===== src/rtl/mem_access_unit_pkg.sv =====
// mem_pkg: shared types for the MEM-stage data memory access unit.
//   mem_size_e  - MemSizeM encodings (byte/half/word/illegal)
//   mau_state_e - access FSM states
//   RAM_DEPTH_DEFAULT - default number of 32-bit words in the data RAM
package mem_pkg;

  typedef enum logic [1:0] {
    SIZE_BYTE    = 2'b00,
    SIZE_HALF    = 2'b01,
    SIZE_WORD    = 2'b10,
    SIZE_ILLEGAL = 2'b11
  } mem_size_e;

  typedef enum logic {
    ST_IDLE  = 1'b0,
    ST_WRITE = 1'b1
  } mau_state_e;

  localparam int RAM_DEPTH_DEFAULT = 101;

endpackage


===== src/rtl/mem_access_unit_if.sv =====
// mem_access_if: MEM-stage request/response bundle between the pipeline
// and mem_access_unit.
//   master (pipeline): drives MemReadM, MemWriteM, MemSizeM, MemSignedM,
//                      ALUOutM, WriteDataM; receives ReadDataM, StallM,
//                      MemFaultM.
//   slave  (unit)    : the mirror image.
interface mem_access_if;
  logic        MemReadM;
  logic        MemWriteM;
  logic [1:0]  MemSizeM;
  logic        MemSignedM;
  logic [31:0] ALUOutM;
  logic [31:0] WriteDataM;
  logic [31:0] ReadDataM;
  logic        StallM;
  logic        MemFaultM;

  modport master (
    output MemReadM, MemWriteM, MemSizeM, MemSignedM, ALUOutM, WriteDataM,
    input  ReadDataM, StallM, MemFaultM
  );

  modport slave (
    input  MemReadM, MemWriteM, MemSizeM, MemSignedM, ALUOutM, WriteDataM,
    output ReadDataM, StallM, MemFaultM
  );
endinterface


===== src/rtl/mem_access_unit_lane.sv =====
// mem_lane_unit: purely combinational byte-lane logic.
//   rd_word     in  32  word read from the RAM
//   lane        in   2  byte offset within the word (lane 0 = bits 7:0)
//   size        in   2  access size
//   sign_ext    in   1  sign-extend loaded sub-word
//   wdata       in  32  right-aligned store data
//   load_data   out 32  selected and extended load value
//   merged_word out 32  rd_word with the addressed byte/half replaced by wdata
module mem_lane_unit
  import mem_pkg::*;
(
  input  logic [31:0] rd_word,
  input  logic [1:0]  lane,
  input  mem_size_e   size,
  input  logic        sign_ext,
  input  logic [31:0] wdata,
  output logic [31:0] load_data,
  output logic [31:0] merged_word
);

  logic [4:0]  bit_sh;
  logic [31:0] shifted;
  logic [31:0] mask;
  logic [31:0] ins;

  assign bit_sh  = {lane, 3'b000};
  assign shifted = rd_word >> bit_sh;

  always_comb begin
    load_data = rd_word;
    case (size)
      SIZE_BYTE: load_data = {{24{sign_ext & shifted[7]}}, shifted[7:0]};
      SIZE_HALF: load_data = {{16{sign_ext & shifted[15]}}, shifted[15:0]};
      default:   load_data = rd_word;
    endcase
  end

  always_comb begin
    mask = 32'hFFFF_FFFF;
    ins  = wdata;
    case (size)
      SIZE_BYTE: begin
        mask = 32'h0000_00FF << bit_sh;
        ins  = {24'd0, wdata[7:0]} << bit_sh;
      end
      SIZE_HALF: begin
        mask = 32'h0000_FFFF << bit_sh;
        ins  = {16'd0, wdata[15:0]} << bit_sh;
      end
      default: begin
        mask = 32'hFFFF_FFFF;
        ins  = wdata;
      end
    endcase
    merged_word = (rd_word & ~mask) | (ins & mask);
  end

endmodule


===== src/rtl/mem_access_unit.sv =====
// mem_access_unit: MEM-stage data memory access unit.
// Loads and word stores complete in the request cycle. Sub-word stores
// read the old word, stall one cycle while the merged word is registered,
// then write it from the WRITE state.
//   clk       in   1  clock
//   rst       in   1  synchronous active-high reset
//   mem       slave   pipeline request/response bundle (mem_access_if)
//   RD_RAM    in  32  combinational RAM read word at ram_addr
//   ram_we    out  1  RAM write enable
//   ram_addr  out 32  RAM word index
//   ram_wd    out 32  RAM write word
//
// state    | meaning
// ST_IDLE  | serve new request (load, word store, or start sub-word store)
// ST_WRITE | write registered merged word; pipeline inputs ignored
module mem_access_unit
  import mem_pkg::*;
#(
  parameter int RAM_DEPTH = RAM_DEPTH_DEFAULT
) (
  input  logic        clk,
  input  logic        rst,
  mem_access_if.slave mem,
  input  logic [31:0] RD_RAM,
  output logic        ram_we,
  output logic [31:0] ram_addr,
  output logic [31:0] ram_wd
);

  mau_state_e  state;
  logic [31:0] wr_idx_q;
  logic [31:0] wr_word_q;

  mem_size_e   size;
  logic [31:0] word_idx;
  logic [1:0]  lane;
  logic        req;
  logic        misaligned;
  logic        out_of_range;
  logic        fault_c;
  logic        sub_store;
  logic [31:0] load_data;
  logic [31:0] merged_word;

  logic [31:0] read_data_c;
  logic        stall_c;
  logic        fault_out_c;

  assign size     = mem_size_e'(mem.MemSizeM);
  assign word_idx = {2'b00, mem.ALUOutM[31:2]};
  assign lane     = mem.ALUOutM[1:0];
  assign req      = mem.MemReadM | mem.MemWriteM;

  always_comb begin
    misaligned = 1'b0;
    case (size)
      SIZE_HALF:    misaligned = mem.ALUOutM[0];
      SIZE_WORD:    misaligned = (mem.ALUOutM[1:0] != 2'b00);
      SIZE_ILLEGAL: misaligned = 1'b1;
      default:      misaligned = 1'b0;
    endcase
  end

  assign out_of_range = (word_idx >= 32'(RAM_DEPTH));

  // Faults only matter for an actual request seen in IDLE.
  assign fault_c = (state == ST_IDLE) && req &&
                   (misaligned || out_of_range ||
                    (mem.MemReadM && mem.MemWriteM));

  assign sub_store = (state == ST_IDLE) && mem.MemWriteM && !fault_c &&
                     (size != SIZE_WORD);

  mem_lane_unit u_lane (
    .rd_word     (RD_RAM),
    .lane        (lane),
    .size        (size),
    .sign_ext    (mem.MemSignedM),
    .wdata       (mem.WriteDataM),
    .load_data   (load_data),
    .merged_word (merged_word)
  );

  always_ff @(posedge clk) begin
    if (rst) begin
      state     <= ST_IDLE;
      wr_idx_q  <= 32'd0;
      wr_word_q <= 32'd0;
    end else begin
      case (state)
        ST_IDLE: begin
          if (sub_store) begin
            state     <= ST_WRITE;
            wr_idx_q  <= word_idx;
            wr_word_q <= merged_word;
          end
        end
        ST_WRITE: state <= ST_IDLE;
        default:  state <= ST_IDLE;
      endcase
    end
  end

  // ram_wd only ever carries WriteDataM or a registered word, so RD_RAM
  // never reaches it combinationally.
  always_comb begin
    ram_we      = 1'b0;
    ram_addr    = word_idx;
    ram_wd      = 32'd0;
    read_data_c = 32'd0;
    stall_c     = 1'b0;
    fault_out_c = 1'b0;
    if (!rst) begin
      case (state)
        ST_WRITE: begin
          ram_we   = 1'b1;
          ram_addr = wr_idx_q;
          ram_wd   = wr_word_q;
        end
        default: begin
          if (fault_c) begin
            fault_out_c = 1'b1;
          end else if (mem.MemReadM) begin
            read_data_c = load_data;
          end else if (mem.MemWriteM) begin
            if (size == SIZE_WORD) begin
              ram_we = 1'b1;
              ram_wd = mem.WriteDataM;
            end else begin
              stall_c = 1'b1;
            end
          end
        end
      endcase
    end
  end

  assign mem.ReadDataM = read_data_c;
  assign mem.StallM    = stall_c;
  assign mem.MemFaultM = fault_out_c;

endmodule


===== src/flat_wrapper.sv =====
// flat-port wrapper written by rule: the top's interface ports become plain ports
module mem_access_unit_flat import mem_pkg::*;
#(
  parameter int RAM_DEPTH = RAM_DEPTH_DEFAULT
)
  (clk, rst, RD_RAM, ram_we, ram_addr, ram_wd, mem_MemReadM, mem_MemWriteM, mem_MemSizeM, mem_MemSignedM, mem_ALUOutM, mem_WriteDataM, mem_ReadDataM, mem_StallM, mem_MemFaultM);
  mem_access_if mem_i ();
  input  logic clk;
  input  logic rst;
  input  logic [31:0] RD_RAM;
  output logic ram_we;
  output logic [31:0] ram_addr;
  output logic [31:0] ram_wd;
  input wire logic [$bits(mem_i.MemReadM)-1:0] mem_MemReadM;
  input wire logic [$bits(mem_i.MemWriteM)-1:0] mem_MemWriteM;
  input wire logic [$bits(mem_i.MemSizeM)-1:0] mem_MemSizeM;
  input wire logic [$bits(mem_i.MemSignedM)-1:0] mem_MemSignedM;
  input wire logic [$bits(mem_i.ALUOutM)-1:0] mem_ALUOutM;
  input wire logic [$bits(mem_i.WriteDataM)-1:0] mem_WriteDataM;
  output wire logic [$bits(mem_i.ReadDataM)-1:0] mem_ReadDataM;
  output wire logic [$bits(mem_i.StallM)-1:0] mem_StallM;
  output wire logic [$bits(mem_i.MemFaultM)-1:0] mem_MemFaultM;
  assign mem_i.MemReadM = mem_MemReadM;
  assign mem_i.MemWriteM = mem_MemWriteM;
  assign mem_i.MemSizeM = mem_MemSizeM;
  assign mem_i.MemSignedM = mem_MemSignedM;
  assign mem_i.ALUOutM = mem_ALUOutM;
  assign mem_i.WriteDataM = mem_WriteDataM;
  assign mem_ReadDataM = mem_i.ReadDataM;
  assign mem_StallM = mem_i.StallM;
  assign mem_MemFaultM = mem_i.MemFaultM;
  mem_access_unit #(.RAM_DEPTH(RAM_DEPTH)) u_core (.clk(clk), .rst(rst), .mem(mem_i), .RD_RAM(RD_RAM), .ram_we(ram_we), .ram_addr(ram_addr), .ram_wd(ram_wd));
endmodule

===== config.mk =====
export PLATFORM = sky130hd
export DESIGN_NAME = mem_access_unit_flat
export DESIGN_NICKNAME = d
export VERILOG_FILES = /design/src/rtl/mem_access_unit_pkg.sv /design/src/rtl/mem_access_unit_if.sv /design/src/rtl/mem_access_unit_lane.sv /design/src/rtl/mem_access_unit.sv /design/src/flat_wrapper.sv
export SDC_FILE = /design/constraint.sdc
export NUM_CORES = 1
export LEC_CHECK = 0
export ABC_AREA = 1
export BUFFER_PORTS_ARGS = -buffer_cell sky130_fd_sc_hd__buf_4
export CAP_MARGIN = 10
export CORE_MARGIN = 2
export CORE_UTILIZATION = 45
export CTS_BUF_LIST = sky130_fd_sc_hd__clkbuf_8
export DETAILED_ROUTE_END_ITERATION = 12
export PLACE_DENSITY = 0.71
export SYNTH_ARGS = -nofsm -noshare
export SYNTH_HDL_FRONTEND = slang
export SYNTH_HIERARCHICAL = 1
export SYNTH_SLANG_ARGS = --single-unit

===== constraint.sdc =====
create_clock -name clk -period 3.03 [get_ports clk]
set_clock_uncertainty 0.05 [all_clocks]
set_input_delay 0.1515 -clock clk [delete_from_list [all_inputs] [get_ports clk]]
set_output_delay 0.1515 -clock clk [all_outputs]
set_load 0.01 [all_outputs]

==> results of run 1 <==
[per-layer routing]
layer	global-route usage (%)	up-vias
met5	0	-
met4	11.1	0
met3	5.81	35
met2	46.7	316
met1	38.2	2987
li1	-	3575
[layout make-up]
type | count | area share, %
multi-input combinational | 804 | 46.9
timing repair buffer | 214 | 22.8
sequential | 63 | 17.2
inverter | 147 | 7.57
tap | 168 | 2.86
clock buffer | 11 | 2.06
clock inverter | 4 | 0.630
[worst max-delay path by stage]
stage	startpoint	end	cells after the start
floorplan	u_core/state	ram_wd[11]	6
global placement	mem_ALUOutM[14]	u_core/wr_word_q[31]	11
detailed placement	mem_ALUOutM[14]	u_core/wr_word_q[29]	10
CTS	mem_ALUOutM[4]	ram_wd[8]	13
global route	mem_ALUOutM[4]	ram_wd[3]	13
finish	mem_ALUOutM[4]	ram_wd[8]	13
[worst max-delay path, delay by kind of cell]
family,cells,cell delay [ps]
buffers and inverters,4,1040
AND/OR/NAND/NOR,9,1020
[sequential cells by signal, summed over array words and instances (netlist names)]
register          cells
u_core/wr_word_q     32
u_core/wr_idx_q      30
u_core/state          1
[power by group]
part	internal, W	switching [W]	leakage (nW)
logic	0.000232	0.000333	3.98
clock network	0.000416	0.000340	0.103
registers	0.000827	0.00000000000775	0.507
total	0.00148	0.000672	4.59
[timing repair]
item,in CTS,in global routing
hold endpoints to repair,7,0
buffers inserted,0,0
hold buffers,7,0
[placed cells by master (no fill, tap or decap), types with 3 or more instances in the layout]
cell / count
and3_1: 32
nor2_1: 142
a21oi_1: 14
inv_1: 141
inv_2: 5
nor2_4: 3
buf_4: 203
or2_2: 8
o21ai_0: 25
nand2_2: 3
clkbuf_8: 11
dlygate4sd3_1: 7
dfxtp_1: 63
nand2_1: 424
nand3_1: 138
buf_12: 4
[kinds of logic after synthesis]
family / after synthesis / synth area share (%)
AOI/OAI and AO/OA: 43 / 3.91
buffers and inverters: 212 / 16.4
DFF: 63 / 22.5
other: 1 / 0.0670
and+or+nand+nor: 759 / 57.1
[stage by stage]
stage	utilization, %	hold WS, ps	total power, W
final	60.9	38.6	0.00215
after global placement	58.7	315	0.00140
after global routing	60.9	39.2	0.00227
after CTS	60.9	11.6	0.00217
after detailed placement	58.7	322	0.00140
after floorplan	-	174	0.00115
==> results.txt, run 1 <==
outcome - complete, no violations
FF+latch count, synth - 63
Final nets - 1342
Synth Instances - 1078
filler instances - 1284
PD cells - 292 nW/um^2
initial antenna violation count - 0
worst-path cell chain - dlygate4sd3_1, buf_4, nand2_1, nor2_1, nand2_1, nand2_1, nor2_1, nand2_1, nand2_2, buf_12, nand3_1, nand2_1, buf_4
Max Cap Viol - 0
Slew headroom - 49.3%
Resized Gates After CTS - 0
average cell area after synthesis - 5.19 sq um
max frequency - 0.405 GHz
Buffers on Ports - 199
Post-synth ARST share - 0%
pre-CTS setup slack - 838 ps
final setup fails - 0
Distinct cells, synth - 29
# placed instances - 1389
crit path kind - input port to output pin
worst slew pin tran - 756 ps
die area - 13400 sq um
Final Critical Period - 2470 ps
multi-input logic area - 3450 sq um
Total Routing Usage GR - 28.9%
Routed Antenna Nets - 0
Top Metal Used - met4
CP max stage cell - dlygate4sd3_1
clock buffer count from CTS - 9
Peak VDD IR - 208 uV
Routed WL - 19400 microns
register area - 1260 sq um
die width - 116 microns
first-pass GRT wire length - 30700 microns
Seq/Total Area, Yosys - 22.5%
RSZ-0062 raised after global routing - false
startpoint type of the worst setup path - input port
Clk Latency, worst-skew pair - 340 ps
EDFF count, synth - 0
most frequent cell after synthesis - nand2_1
Main synth FF type - dfxtp_1
Slowest Stage Delay on Critical Path - 540 ps
Worst Hold End - u_core/wr_idx_q[5]
met2 WL post-DR - 8890 microns
worst r2r src - u_core/state
Chip Height - 116 microns
cell area after layout - 7350 sq um
Hold Path Class - input port to flip-flop
Hold Vio Cnt, Final - 0
CTS Sinks - 63
CP max FO - 66
worst reg-to-reg setup slack - 1410 ps
Via density - 4.90
antenna cells - 0
period utilization - 81.4%
share of layout cells above drive strength 1 - 20.0%
Initial Utilization - 46.4%
Yosys top cell area share - 28.5%
Non-Filler Instances - 1411
Routed WL per cell - 13.8 microns
R2R depth - 6
hold_sp - mem_ALUOutM[7]
total of warnings raised by yosys - 6
Worst Path Arrival - 2270 ps
final worst slack - 563 ps
first-pass iteration count of the detailed router - 5
most numerous cell on the critical path - nand2_1
dpl cell area - 7080 sq um
Worst EP required - 2830 ps
post-synth top area cell - nand2_1
CP endpoint kind - output pin
core area - 12100 sq um
hpwl dp - 14200 microns
root buf cell - clkbuf_8
gpl congestion - 0.910
Commonest cells post-synth - nand2_1 (425), nor2_1 (143), inv_1 (140)
routed vias - 6913
Worst R2R End - u_core/wr_word_q[22]
area grow syn2layout - 31.3%
htree depth - 3
hold depth - 3
CTS clock-pin slew for the worst setup and hold paths - 70 ps
Rows - 40
total grt overflow - 0
Slew Viols, Final - 0
leading post-synthesis cells by cell area - nand2_1 (28%), dfxtp_1 (23%), nand3_1 (12%), nor2_1 (9.6%), inv_1 (9.4%)
Top-Level Pins - 202
TritonCTS clock tree - yes
CTS max path bufs - 2
DR WL met3 - 1790 microns
DRT iter0 DRCs - 502
DRC viols - 0
leak pwr - 4.59 nW
largest net degree at the start of global routing - 68
Syn Std Cell Area - 5600 sq um
met1 wire length - 8190 microns
vias in the first global route - 6049
setup TNS - 0 ps
Power figures use the tool's default switching activity.
==> run 2: changes to the inputs <==
- PLACE_DENSITY: 0.71 -> 0.73
- clock period: 3.03 -> 2.15 ns (I/O delays scaled with it)
==> run 2 against run 1 <==
Register-to-register slack lost 710 ps. Sequential cell count stayed put. Critical path depth is 6 lower. Worst setup slack worse by 380 ps. Cell area rose by 0.89%. Die area is the same. Global-route usage shrank 0.74 points. Critical endpoint is now ram_we. Largest cell class unchanged. Highest routed layer unchanged.
==> results.txt, run 2 (synthesized netlist as in run 1, its figures left out) <==
outcome - complete, no violations
total grt overflow - 0 (unchanged)
Final Critical Period - 1960 ps
leak pwr - 4.64 nW (+1.1%)
Post-CTS Hold Buffers - 8 (+1)
Worst EP required - 1990 ps (-840 ps)
antenna cells - 0 (unchanged)
CTS max path bufs - 2 (unchanged)
filler instances - 1260 (-1.9%)
Rows - 40 (unchanged)
Total Routing Usage GR - 28.2% (-0.74 points)
dpl cell area - 7140 sq um (+0.78%)
core area - 12100 sq um (unchanged)
CP max FO - 63 (-4.5%)
worst-path cell chain - dlygate4sd3_1, buf_4, inv_2, buf_4, nand3_1, nand2_1, buf_4
number of flip-flops in the largest register - 32 (unchanged)
cell area after layout - 7420 sq um (+0.89%)
pre-CTS setup slack - 259 ps (-580 ps)
Hold Path Class - input port to flip-flop
clock buffer count from CTS - 9 (unchanged)
most frequent cells in the layout - nand2_1 (424), buf_4 (213), nor2_1 (142)
worst r2r src - u_core/state
crit path kind - input port to output pin
Clk Latency, worst-skew pair - 350 ps (about the same)
htree depth - 3 (unchanged)
Final nets - 1352 (+0.75%)
Routed WL - 19000 microns (-2.0%)
most common cell after layout, fill and taps aside - nand2_1
Worst Path Arrival - 1810 ps (-460 ps)
Routed Antenna Nets - 0 (unchanged)
hold depth - 5 (+2)
Routed WL per cell - 13.4 microns (-2.7%)
Peak VDD IR - 297 uV (+43%)
max frequency - 0.510 GHz
root buf cell - clkbuf_8
CTS clock-pin slew for the worst setup and hold paths - 80 ps (about the same)
Finished Core Util - 61.5% (+0.54 points)
CP endpoint kind - output pin
Slowest Stage Delay on Critical Path - 550 ps (about the same)
Top-Level Pins - 202 (unchanged)
die width - 116 microns (unchanged)
Max Cap Viol - 0 (unchanged)
share of layout cells above drive strength 1 - 20.5% (+0.56 points)
worst hold margin - 55.6 ps (+17.1 ps)
CTS Sinks - 63 (unchanged)
routed vias - 6944 (+0.45%)
Chip Height - 116 microns (unchanged)
DRC viols - 0 (unchanged)
most numerous cell on the critical path - buf_4
leading registers by flop count - u_core/wr_word_q (32), u_core/wr_idx_q (30), u_core/state (1)
largest net degree at the start of global routing - 67 (-1.5%)
Via density - 4.89 (-0.26%)
final worst slack - 187 ps (-376 ps)
initial antenna violation count - 0 (unchanged)
DRT iter0 DRCs - 422 (-16%)
Slew Viols, Final - 0 (unchanged)
die area - 13400 sq um (unchanged)
Buffers on Ports - 199 (unchanged)
first-pass GRT wire length - 30100 microns (-1.7%)
startpoint type of the worst setup path - input port
CP max stage cell - buf_4
setup TNS - 0 ps (unchanged)
Initial Utilization - 46.4% (unchanged)
gpl congestion - 0.975 (+7.2%)
vias in the first global route - 6101 (+0.86%)
RSZ-0062 raised after global routing - false
R2R depth - 6 (unchanged)
Slew headroom - 54.2% (+4.9 points)
period utilization - 91.3%
CP Launch Point - rst
PD cells - 408 nW/um^2 (+40%)
Resized Gates After CTS - 0 (unchanged)
Hold Vio Cnt, Final - 0 (unchanged)
hpwl dp - 14200 microns (+0.14%)
setup bufs post-CTS - 0 (unchanged)
worst slew pin tran - 686 ps (-69.7 ps)
area grow syn2layout - 32.4%
final setup fails - 0 (unchanged)
TritonCTS clock tree - yes
hold_sp - RD_RAM[4]
largest register by flop count - u_core/wr_word_q
first-pass iteration count of the detailed router - 5 (unchanged)
[run 2: per-layer routing]
metal	track usage, %	up-vias	share of wire (%)
met5	0	-	0
met4	12.3	0	3.6
met3	6.33	47	8.9
met2	45.4	301	45
met1	36.2	3001	42
li1	-	3595	-
[run 2: worst max-delay path, delay by kind of cell]
kind,cells,cell delay [ps]
buffers and inverters,5,1420
and+or+nand+nor,2,250
[run 2: layout make-up]
class / count / area (sq um) / area share, %
multi-input combinational: 804 / 3450 / 46.5
inverter: 147 / 557 / 7.51
timing repair buffer: 224 / 1740 / 23.5
clock inverter: 4 / 46.3 / 0.624
clock buffer: 11 / 151 / 2.04
tap: 168 / 210 / 2.83
sequential: 63 / 1260 / 17.0
[run 2: final timing paths]
kind | end | slack [ps]
worst min-delay path | u_core/wr_word_q[4] | 60
worst max register to register | u_core/wr_word_q[3] | 700
worst min register to register | u_core/wr_idx_q[13] | 400
worst max-delay path | ram_we | 190
[run 2: through the flow]
stage	cells	total power, W
3_5_place_dp	1398	0.00197
4_1_cts	1421	0.00304
2_1_floorplan	1079	0.00161
3_3_place_gp	1398	0.00197
6_report	1421	0.00303
5_1_grt	1421	0.00317
[run 2: power breakdown]
part	total (W)	switching (W)	internal, W
combinational	0.000800	0.000467	0.000333
sequential	0.00117	0.0000000000111	0.00117
clock	0.00106	0.000474	0.000586
